===== config.mk =====
export PLATFORM = sky130hd
export DESIGN_NAME = lcd_pixel_fetch
export DESIGN_NICKNAME = d
export VERILOG_FILES = /design/src/rtl/lcd_pixel_fetch.sv
export SDC_FILE = /design/constraint.sdc
export NUM_CORES = 1
export LEC_CHECK = 0
export CORE_MARGIN = 2
export CORE_UTILIZATION = 51
export CTS_CLUSTER_SIZE = 12
export DETAILED_ROUTE_END_ITERATION = 16
export HOLD_SLACK_MARGIN = 0.12
export PLACE_DENSITY = 0.84
export REMOVE_ABC_BUFFERS = 1
export SETUP_SLACK_MARGIN = 0.05
export SLEW_MARGIN = 40
export SYNTH_ARGS = -nofsm -noshare
export SYNTH_HDL_FRONTEND = slang
export SYNTH_SLANG_ARGS = --single-unit
export TNS_END_PERCENT = 30

===== constraint.sdc =====
create_clock -name rgb_clk -period 5 [get_ports rgb_clk]
set_clock_uncertainty 0.2 [all_clocks]
set_input_delay 0.5 -clock rgb_clk [delete_from_list [all_inputs] [get_ports rgb_clk]]
set_output_delay 0.5 -clock rgb_clk [all_outputs]
set_load 0.005 [all_outputs]

===== src/rtl/lcd_pixel_fetch.sv =====
// lcd_pixel_fetch
// Sits behind the LCD RGB timing generator. Pops RGB565 pixels from the
// SDRAM read FIFO during active video and drives the panel pins. Sync and
// data are re-aligned through a matched 2-stage pipeline. A one-cycle frame
// restart request goes to the SDRAM read controller at every vertical sync.
// When the FIFO cannot supply a pixel, a fixed colour is substituted and
// the event is counted.
module lcd_pixel_fetch #(
   parameter int          H_ACTIVE = 480,
   parameter int          V_ACTIVE = 272,
   parameter int          PREFILL  = 64,
   parameter logic        VS_POL   = 1'b0,
   parameter logic [15:0] UF_COLOR = 16'hF800
) (
   input  logic        rgb_clk,
   input  logic        rst_n,
   input  logic        in_hs,
   input  logic        in_vs,
   input  logic        in_de,
   output logic        fifo_rd_en,
   input  logic [15:0] fifo_rd_data,
   input  logic        fifo_empty,
   input  logic [9:0]  fifo_usedw,
   output logic        frame_req,
   output logic        lcd_hs,
   output logic        lcd_vs,
   output logic        lcd_de,
   output logic [15:0] lcd_rgb,
   output logic [15:0] underflow_cnt
);

   localparam logic [16:0] PIX_LAST    = 17'(H_ACTIVE * V_ACTIVE - 1);
   localparam logic [9:0]  PREFILL_LVL = 10'(PREFILL);

   typedef enum logic [1:0] {
      ST_IDLE   = 2'd0,
      ST_FILL   = 2'd1,
      ST_STREAM = 2'd2,
      ST_DONE   = 2'd3
   } state_t;

   // Per-pixel tag that travels alongside sync through the pipeline
   typedef enum logic [1:0] {
      TAG_BLANK = 2'd0,
      TAG_GOOD  = 2'd1,
      TAG_UF    = 2'd2
   } tag_t;

   state_t      state_r, state_s;
   logic [16:0] pix_cnt_r, pix_cnt_s;
   logic        vs_d_r;
   logic        vs_start_s;
   logic        counting_s;
   logic        last_pix_s;
   tag_t        tag_s, tag_1_r;
   logic        hs_1_r, vs_1_r, de_1_r;
   logic [15:0] rgb_s;

   // A vsync edge is the first cycle in_vs sits at its active level
   assign vs_start_s = (in_vs == VS_POL) && (vs_d_r != VS_POL);
   assign last_pix_s = (pix_cnt_r == PIX_LAST);

   // State, pixel counter and vsync history registers
   always_ff @(posedge rgb_clk or negedge rst_n) begin
      if (!rst_n) begin
         state_r   <= ST_IDLE;
         pix_cnt_r <= 17'd0;
         vs_d_r    <= VS_POL;
      end else begin
         state_r   <= state_s;
         pix_cnt_r <= pix_cnt_s;
         vs_d_r    <= in_vs;
      end
   end

   // Next state, FIFO pop and pixel tag; vsync overrides everything
   always_comb begin
      state_s    = state_r;
      pix_cnt_s  = pix_cnt_r;
      fifo_rd_en = 1'b0;
      tag_s      = TAG_BLANK;
      counting_s = 1'b0;
      case (state_r)
         ST_FILL: begin
            counting_s = in_de;
            if (in_de) tag_s = TAG_UF;
            else       tag_s = TAG_BLANK;
            if (fifo_usedw >= PREFILL_LVL) state_s = ST_STREAM;
            else                           state_s = ST_FILL;
         end
         ST_STREAM: begin
            counting_s = in_de;
            if (in_de && !fifo_empty && !vs_start_s) begin
               fifo_rd_en = 1'b1;
               tag_s      = TAG_GOOD;
            end else if (in_de) begin
               tag_s = TAG_UF;
            end else begin
               tag_s = TAG_BLANK;
            end
         end
         ST_IDLE, ST_DONE: begin
            state_s = state_r;
            tag_s   = TAG_BLANK;
         end
         default: begin
            state_s = ST_IDLE;
         end
      endcase
      if (vs_start_s) begin
         state_s   = ST_FILL;
         pix_cnt_s = 17'd0;
      end else if (counting_s && last_pix_s) begin
         state_s   = ST_DONE;
         pix_cnt_s = pix_cnt_r + 17'd1;
      end else if (counting_s) begin
         pix_cnt_s = pix_cnt_r + 17'd1;
      end else begin
         pix_cnt_s = pix_cnt_r;
      end
   end

   // Stage 1: sync, tag and frame restart request (FIFO data arrives now)
   always_ff @(posedge rgb_clk or negedge rst_n) begin
      if (!rst_n) begin
         hs_1_r    <= 1'b0;
         vs_1_r    <= 1'b0;
         de_1_r    <= 1'b0;
         tag_1_r   <= TAG_BLANK;
         frame_req <= 1'b0;
      end else begin
         hs_1_r    <= in_hs;
         vs_1_r    <= in_vs;
         de_1_r    <= in_de;
         tag_1_r   <= tag_s;
         frame_req <= vs_start_s;
      end
   end

   // Pixel value selected by the tag; blank pixels are black
   always_comb begin
      rgb_s = 16'h0000;
      case (tag_1_r)
         TAG_GOOD: rgb_s = fifo_rd_data;
         TAG_UF:   rgb_s = UF_COLOR;
         default:  rgb_s = 16'h0000;
      endcase
   end

   // Stage 2: panel pins, kept in step with the pixel data
   always_ff @(posedge rgb_clk or negedge rst_n) begin
      if (!rst_n) begin
         lcd_hs  <= 1'b0;
         lcd_vs  <= 1'b0;
         lcd_de  <= 1'b0;
         lcd_rgb <= 16'h0000;
      end else begin
         lcd_hs  <= hs_1_r;
         lcd_vs  <= vs_1_r;
         lcd_de  <= de_1_r;
         lcd_rgb <= rgb_s;
      end
   end

   // Saturating count of substituted pixels, cleared only by reset
   always_ff @(posedge rgb_clk or negedge rst_n) begin
      if (!rst_n) begin
         underflow_cnt <= 16'h0000;
      end else if ((tag_1_r == TAG_UF) && (underflow_cnt != 16'hFFFF)) begin
         underflow_cnt <= underflow_cnt + 16'h0001;
      end else begin
         underflow_cnt <= underflow_cnt;
      end
   end

endmodule


=== Word-level counts from Yosys, hierarchy flattened ===
Index checks and enable logic that the tools add are counted.
W data, S select, Z words.

* Register bits after elaboration: 60
* Input bits: 32
* Output and inout bits: 37
* Logic and storage cells: 49

* Add/subtract/negate cells: 2
* $lt $le $gt $ge: 1
* Equality and inequality tests: 7
* Multiplexer cells: 14
* Bitwise operators: 1
* Reduce and logical (&&, ||, !) cells: 12

{| class="wikitable"
|+ Operator list
! operator !! count
|-
| $mux W17 || 3
|-
| $pmux W16 S2 || 1
|-
| $add A17 B1 Y17 const B || 1
|-
| $eq A17 B17 Y1 const B || 1
|-
| $add A16 B1 Y16 const B || 1
|-
| $ne A16 B16 Y1 const B || 1
|-
| $mux W2 || 6
|-
| $ge A10 B7 Y1 const B || 1
|-
| $eq A2 B2 Y1 const B || 3
|-
| $pmux W2 S3 || 1
|-
| $reduce_bool A3 Y1 || 2
|-
| $logic_and A1 B1 Y1 || 5
|-
| $eq A2 B1 Y1 const B || 2
|-
| $reduce_or A2 Y1 || 2
|-
| $mux W1 || 3
|-
| $logic_not A1 Y1 || 2
|-
| $logic_not A2 Y1 || 1
|-
| $not A1 Y1 || 1
|}

=== Logic depth before layout (Yosys ltp) ===
Gate-level depths: netlist of the first run.

* Depth after elaboration: 6
* Depth in mapped cells: 7
* Depth with buffers taken out: 6

=== Least setup slack after synthesis of the first run ===
OpenSTA, ideal clock, no wires.

* Kind: reg2reg
* Start: reg state_r[0]
* End: reg pix_cnt_r[14]
* Library setup time: 0.080 ns
* Data arrival time: 1.825 ns
* Data required time: 4.720 ns
* Slack: 2.895 ns
* Cell stages (with the launch flop): 7
* Path buffers: 0
* Period minus slack after synthesis: 2.105 ns
* Path through: dfrtp_1 -> inv_1 -> ha_1 -> nand2b_1 -> a2111o_1 -> or3_1 -> a21oi_1

* Word-level cells in the longest chain between the ends: 6
* Elaborated cells between the ends (all ways): 8
* Classes of those cells: eq/ne: 2; mux: 3; reduce/logical: 3

{| class="wikitable"
|+ RTL lines
! what !! RTL line !! source
|-
| from (decl) || 49 || <nowiki>state_t state_r, state_s;</nowiki>
|-
| from (signal assigned) || 70 || <nowiki>state_r <= state_s;</nowiki>
|-
| $eq A2 B2 Y1 / $eq A2 B1 Y1 (equally long branches) || 83 || <nowiki>case (state_r)</nowiki>
|-
| $reduce_or A2 Y1 (no line) (*) || -- ||
|-
| $mux W1 (*) || 83 ||
|-
| $logic_and A1 B1 Y1 || 113 || <nowiki>end else if (counting_s && last_pix_s) begin</nowiki>
|-
| $mux W17 || 113 ||
|-
| $mux W17 || 110 || <nowiki>if (vs_start_s) begin</nowiki>
|-
| to (signal assigned) || 71 || <nowiki>pix_cnt_r <= pix_cnt_s;</nowiki>
|-
| to (decl) || 50 || <nowiki>logic [16:0] pix_cnt_r, pix_cnt_s;</nowiki>
|}

Every way passes the cells marked *; elsewhere a longest branch is shown, timed or not.
A chain may end at the register's enable or synchronous reset.

=== Worst setup path after layout of the first run ===
* Start: in in_vs
* End: out fifo_rd_en

* Word-level cells in the longest chain between the ends: 6

{| class="wikitable"
|+ RTL lines
! what !! RTL line !! source
|-
| from (decl) || 18 || <nowiki>input logic in_vs,</nowiki>
|-
| $not A1 Y1 || 60 || <nowiki>assign vs_start_s = (in_vs == VS_POL) && (vs_d_r != VS_POL);</nowiki>
|-
| $logic_and A1 B1 Y1 || 60 ||
|-
| $logic_not A1 Y1 || 93 || <nowiki>if (in_de && !fifo_empty && !vs_start_s) begin</nowiki>
|-
| $logic_and A1 B1 Y1 || 93 ||
|-
| $mux W1 || 93 ||
|-
| $mux W1 || 83 ||
|-
| to (decl) || 20 || <nowiki>output logic fifo_rd_en,</nowiki>
|}

Every way passes these cells.

==> results of run 1 <==
-- sequential cells by signal (all words and copies together), names as in the netlist --
signal	flops
vs_1_r	1
lcd_hs	1
lcd_vs	1
lcd_de	1
pix_cnt_r	17
state_r	2
underflow_cnt	16
frame_req	1
lcd_rgb	16
hs_1_r	1
de_1_r	1
tag_1_r	2
-- report_power, final --
part | leakage [uW] | total, uW | switching [uW] | internal [uW]
registers | 0.000806 | 589 | 50.5 | 539
clock network | 0.000116 | 503 | 182 | 322
logic | 0.000586 | 270 | 124 | 146
total | 0.00151 | 1360 | 356 | 1010
-- worst max-delay path: stages --
cell                              delay [ns]
sky130_fd_sc_hd__clkdlybuf4s50_1        0.47
sky130_fd_sc_hd__nand2b_1               0.35
sky130_fd_sc_hd__clkinv_1               0.15
sky130_fd_sc_hd__nor2_1                 0.14
sky130_fd_sc_hd__and3_1                 0.19
sky130_fd_sc_hd__clkdlybuf4s50_1        0.50
-- synthesized netlist by cell type, drive strengths merged, types with 2 or more instances --
master   number  area share
dfrtp        60        0.59
nor2         18       0.026
nand2        15       0.022
xnor2        14       0.048
a21oi        12       0.023
nand4        12       0.032
and2         11       0.027
inv           9       0.013
nand3         8       0.016
xor2          8       0.027
ha            6       0.029
o21ai         6       0.012
nor3          5      0.0098
and4          4       0.014
or3           4      0.0098
clkbuf        3      0.0044
nand2b        3      0.0073
nor2b         3      0.0073
o211ai        3      0.0088
a2111o        2      0.0088
a31oi         2      0.0049
and3          2      0.0049
nor4          2      0.0049
o2111ai       2      0.0068
o21a          2      0.0059
or4           2      0.0059
-- kinds of logic (layout without fill, tap and decap cells) --
logic type | count (synthesis) | count (layout) | synth area share
and+or+nand+nor | 92 | 92 | 0.1946
DFF | 60 | 60 | 0.5854
AOI/OAI and AO/OA | 35 | 35 | 0.09464
xor gates and xnor gates | 22 | 22 | 0.07512
buffers and inverters | 14 | 90 | 0.02097
adders and majority gates | 6 | 6 | 0.02927
-- through the flow --
step	util	worst slack [ns]	hold WS, ns	std cells	instance area [um^2]
after floorplan	-	2.818	0.004409	225	2549
after global placement	0.6818	2.036	0.1324	356	3263
after detailed placement	0.6818	1.967	0.1425	356	3263
after CTS	0.7312	1.955	0.1216	372	3500
after global routing	0.7312	1.800	0.1571	372	3500
final	0.7312	1.991	0.09580	372	3500
-- per-layer routing --
layer	share of wire	up-vias	global-route usage
li1	-	950	-
met1	0.41	936	0.2649
met2	0.48	67	0.3353
met3	0.084	11	0.07631
met4	0.020	0	0.08532
met5	0	-	0
-- final cells by class --
cell class / count / area [um^2] / area share
Timing Repair Buffer: 64 / 630.6 / 0.1802
Multi-Input combinational cell: 155 / 1010 / 0.2885
Clock buffer: 13 / 168.9 / 0.04827
Sequential cell: 60 / 1501 / 0.4290
Inverter: 10 / 37.54 / 0.01073
Clock inverter: 3 / 67.56 / 0.01931
Tap cell: 67 / 83.83 / 0.02395
-- path summary, 6_finish.rpt --
check / start / end / slack, ns / cells after the start
max: in_vs / fifo_rd_en / 1.99 / 6
min: rst_n / underflow_cnt[14] / 0.1 / 2
max reg2reg: state_r[0] / pix_cnt_r[16] / 2.72 / 6
min reg2reg: de_1_r / lcd_de / 0.15 / 0
max in group asynchronous: rst_n / pix_cnt_r[1] / 4.03 / 2
min in group rgb_clk: de_1_r / lcd_de / 0.15 / 0
==> results.txt, run 1 <==
----------------------------------------------------
[Status]
  Run status ... completed

[Drt]
  Final WL ... 5.052 mm
  Total number of vias ... a little under 2000
  Total iterations of the first detailed-routing run ... 4
  Via count normalized by instance count ... around 5.3
  Final routed DRC violation total ... 0
  Detail Route Antenna Nets ... 0
  Number of DRC markers in iteration 0 ... 86
  Routed wire per std cell ... 13.58 um

[Timing]
  Final Hold Vio Count ... 0
  Maximum clock frequency ... 0.3323 GHz
  Slew Viols, Final ... 0
  Unrepaired setup endpoints after global routing ... false
  Min cycle time layout ... 3.009 ns
  Worst max-slew margin expressed relative to the limit ... 0.5251
  Transition time at the pin with the least slew margin ... 0.7123 ns
  Part of the cycle the worst path needs ... 0.6018
  Count of final setup violators ... 0
  Setup tns final ... 0 ns

[Min path]
  Path type of the worst min-delay path ... input port to async pin

[Die]
  Core box area ... 4786 um^2
  Floorplan die area ... 5612 um^2
  Standard-cell rows ... 25
  Die height ... 74.92 um
  Starting Density ... 0.5359
  Number of top-level pins ... slightly below 70
  Die extent in x ... ~75 um

[Clock network]
  Buffers inserted by post-CTS timing repair ... 0
  Worst-skew pair later-pin latency ... 0.33 ns
  CTS tree ... done
  Buffer type at the clock tree root ... sky130_fd_sc_hd__clkbuf_8
  Clock-pin slew on the worst setup and hold paths ... 0.06 ns
  H-tree depth ... 3
  Clock tree sinks ... 60
  Number of gates resized after CTS ... 0
  Longest Clk Path Bufs ... 2
  Count of hold buffers inserted by post-cts repair ... 0
  TritonCTS Buffers ... 9

[Worst setup path]
  Crit. End Element ... output port
  Start-to-end type of the worst setup path ... input port to output port
  Data required, critical path ... 4.30 ns
  Kind of launch point of the worst setup path ... input port
  Highest net fanout along the worst path ... 10
  CP arrival ... approximately 2.3 ns

[Logic synthesis]
  Flip-flop and latch count after synthesis ... 60
  Post-Syn Instances ... 229
  Number of synthesis warnings ... 0
  Mean instance size in the synthesized netlist ... 11.20 um^2
  Cell area after synthesis ... 2565 um^2
  Number of enable flip-flop cells after synthesis ... 0
  Sequential area share after synthesis ... 0.5854
  Post-synthesis cell type count ... 38
  Main flop type after synthesis ... sky130_fd_sc_hd__dfrtp_1
  Share of flip-flops with an asynchronous set or reset after synthesis ... 1.000

[Power]
  Leakage power of the design ... between 0.0015 and 0.002 uW
  Sum of internal, switching and leakage power ... 1363 uW
  Total power density per cell area ... 389.3 nW/um^2
  Peak supply drop ... 0.0002530 V

[Global routing]
  Remaining Overflow, GRT ... 0
  Number of antenna violations at the first check in global routing ... 0
  First-pass GRT wire length ... 8.673 mm
  Overall track demand over capacity in global routing ... 0.2114
  Number of global-route vias before repair ... 1887
  Pin count of the biggest net entering global routing ... 61

[Job]
  Number of maximum-capacitance violations ... 0

[Finish]
  Net count, final ... 338
  Fillers ... 340
  Synth-to-Final Area Change ... 36.44%
  Diode insertion count for antenna repair ... 0
  Most frequent standard cell in the layout excluding fill and tap cells ... sky130_fd_sc_hd__clkdlybuf4s50_1
  Share of cells above drive strength 1 ... 0.07213
  Commonest non-fill, non-tap cells in the layout ... sky130_fd_sc_hd__clkdlybuf4s50_1 (61), sky130_fd_sc_hd__dfrtp_1 (60), sky130_fd_sc_hd__nor2_1 (18)

[Placed design]
  Routability-driven placement congestion ratio ... around 0.78
  HPWL after DPL ... 3.481 mm
  Count of input and output buffers ... just over 60

----------------------------------------------------
Power figures use the tool's default switching activity.
==> inputs of run 2 (changes only) <==
CORE_UTILIZATION = 48   (was 51)
PLACE_DENSITY = 0.79   (was 0.84)
clock period = 3 ns   (was 5 ns; I/O delays follow)
==> run 2 against run 1 <==
  * Global-route usage decreased by 1.2 points
  * Non-clock buffer count rose by 2
  * Count of clock-buffer cells in the layout shrank 1
  * Via count decreased by 1.2%
  * Clock power is 55% higher
  * Worst hold slack improved by 0.050 ns
  * Setup slack lost 1.3 ns
  * Routed wire length is 5.0% higher
  * Critical path depth did not move
  * Combinational power rose by 70%
  * Critical path type unchanged
  * Highest routed layer unchanged
==> results.txt, run 2 (synthesized netlist as in run 1, its figures left out) <==
----------------------------------------------------
[Drt]
  Routed wire per std cell ... 14.07 um
  Total number of vias ... 1941
  Via count normalized by instance count ... around 5.1
  Total iterations of the first detailed-routing run ... 4
  Detail Route Antenna Nets ... 0
  Number of DRC markers in iteration 0 ... 60
  Final WL ... 5.303 mm
  Final routed DRC violation total ... 0

[Clock network]
  Longest Clk Path Bufs ... 2
  Worst-skew pair later-pin latency ... 0.33 ns
  Clock-pin slew on the worst setup and hold paths ... 0.06 ns
  Buffer type at the clock tree root ... sky130_fd_sc_hd__clkbuf_8
  CTS tree ... done
  H-tree depth ... 3
  Clock tree sinks ... 60
  TritonCTS Buffers ... 9
  Count of hold buffers inserted by post-cts repair ... 1
  Number of gates resized after CTS ... 0
  Buffers inserted by post-CTS timing repair ... 0

[Timing]
  Count of final setup violators ... 0
  Setup tns final ... 0 ns
  Unrepaired setup endpoints after global routing ... false
  Slew Viols, Final ... 0
  Transition time at the pin with the least slew margin ... 0.6325 ns
  Final Hold Vio Count ... 0
  Worst max-slew margin expressed relative to the limit ... 0.5744
  Final setup slack of the worst path ... 0.7105 ns
  Min cycle time layout ... 2.289 ns
  Maximum clock frequency ... approximately 0.44 GHz
  Part of the cycle the worst path needs ... 0.7632

[Worst setup path]
  Kind of launch point of the worst setup path ... input port
  Crit. End Element ... output port
  CP arrival ... 1.79 ns
  Data required, critical path ... 2.50 ns
  Start-to-end type of the worst setup path ... input port to output port
  Highest net fanout along the worst path ... 2

[Die]
  Floorplan die area ... 5944 um^2
  Die extent in x ... slightly below 80 um
  Standard-cell rows ... 26
  Core box area ... 5140 um^2
  Die height ... 77.10 um
  Number of top-level pins ... 69
  Starting Density ... 0.4990

[Finish]
  Largest register FFs ... 17
  Register with the highest flop count ... pix_cnt_r
  Most frequent standard cell in the layout excluding fill and tap cells ... sky130_fd_sc_hd__clkdlybuf4s50_1
  Share of cells above drive strength 1 ... 0.07166
  Synth-to-Final Area Change ... 36.68%
  Fillers ... 406
  Footprint of the flip-flops and latches ... 1501 um^2
  Net count, final ... 340
  Leading registers by flop count ... pix_cnt_r (17), lcd_rgb (16), underflow_cnt (16)
  Diode insertion count for antenna repair ... 0
  Multi-input combinational cell area ... a little over 1000 um^2
  Commonest non-fill, non-tap cells in the layout ... sky130_fd_sc_hd__clkdlybuf4s50_1 (61), sky130_fd_sc_hd__dfrtp_1 (60), sky130_fd_sc_hd__nor2_1 (18)

[Placed design]
  Routability-driven placement congestion ratio ... 0.8006
  Dpl ws ... 0.6358 ns
  HPWL after DPL ... 3.774 mm
  Count of input and output buffers ... 62

[Global routing]
  First-pass GRT wire length ... roughly 9 mm
  Remaining Overflow, GRT ... 0
  Number of antenna violations at the first check in global routing ... 0
  Overall track demand over capacity in global routing ... 0.1989
  Pin count of the biggest net entering global routing ... 61
  Number of global-route vias before repair ... 1986

[Min path]
  Path type of the worst min-delay path ... flop to flop

[Power]
  Peak supply drop ... 0.0004723 V
  Total power density per cell area ... 633.5 nW/um^2
  Leakage power of the design ... ~0.0015 uW

[Status]
  Run status ... completed

[Job]
  Number of maximum-capacitance violations ... 0

----------------------------------------------------
==> run 2: per-stage QoR <==
step	hold slack [ns]	util	cell area, um^2	total power, uW	std cells
CTS	0.1440	0.6814	3502	2248	377
finish	0.1458	0.6821	3506	2221	377
floorplan	-0.1956	-	2549	1223	225
global placement	0.1341	0.6371	3274	1434	360
detailed placement	0.1347	0.6371	3274	1457	360
global route	0.1691	0.6821	3506	2343	377
==> run 2: final cells by class <==
type,instances,area share
clock buffer,12,0.04140
clock inverter,4,0.02070
inverter,10,0.01071
multi-input combinational,155,0.2880
sequential,60,0.4283
tap,70,0.02498
timing repair buffer,66,0.1859
==> run 2: final timing paths <==
| path | from | end | slack [ns] | cells after the start |
|---|---|---|---|---|
| setup reg to reg | state_r[0] | pix_cnt_r[14] | 0.72 | 6 |
| max in group asynchronous | rst_n | underflow_cnt[2] | 1.85 | 3 |
| hold / removal | de_1_r | lcd_de | 0.15 | 0 |
| min in group asynchronous | rst_n | underflow_cnt[12] | 0.37 | 3 |
| hold reg to reg | de_1_r | lcd_de | 0.15 | 0 |
| setup / recovery | in_vs | fifo_rd_en | 0.71 | 6 |
==> run 2: where the power goes <==
| group | total [uW] | switching, uW | internal (uW) |
|---|---|---|---|
| logic | 458 | 211 | 247 |
| registers | 982 | 84.3 | 898 |
| clock network | 781 | 291 | 489 |
==> run 2: layer usage <==
metal	wire, um	up-vias	global-route usage	part of all wire
met5	0	-	0	0
met4	83	0	0.1054	0.016
met3	221	10	0.04235	0.042
met2	2591	52	0.3386	0.49
met1	2407	919	0.2363	0.45
li1	-	960	-	-
==> run 2: critical path: stages <==
cell and delay, ns:
sky130_fd_sc_hd__clkdlybuf4s50_1 0.46, sky130_fd_sc_hd__nand2b_1 0.13, sky130_fd_sc_hd__clkinv_1 0.09, sky130_fd_sc_hd__nor2_1 0.12, sky130_fd_sc_hd__and3_1 0.18, sky130_fd_sc_hd__clkdlybuf4s50_1 0.51
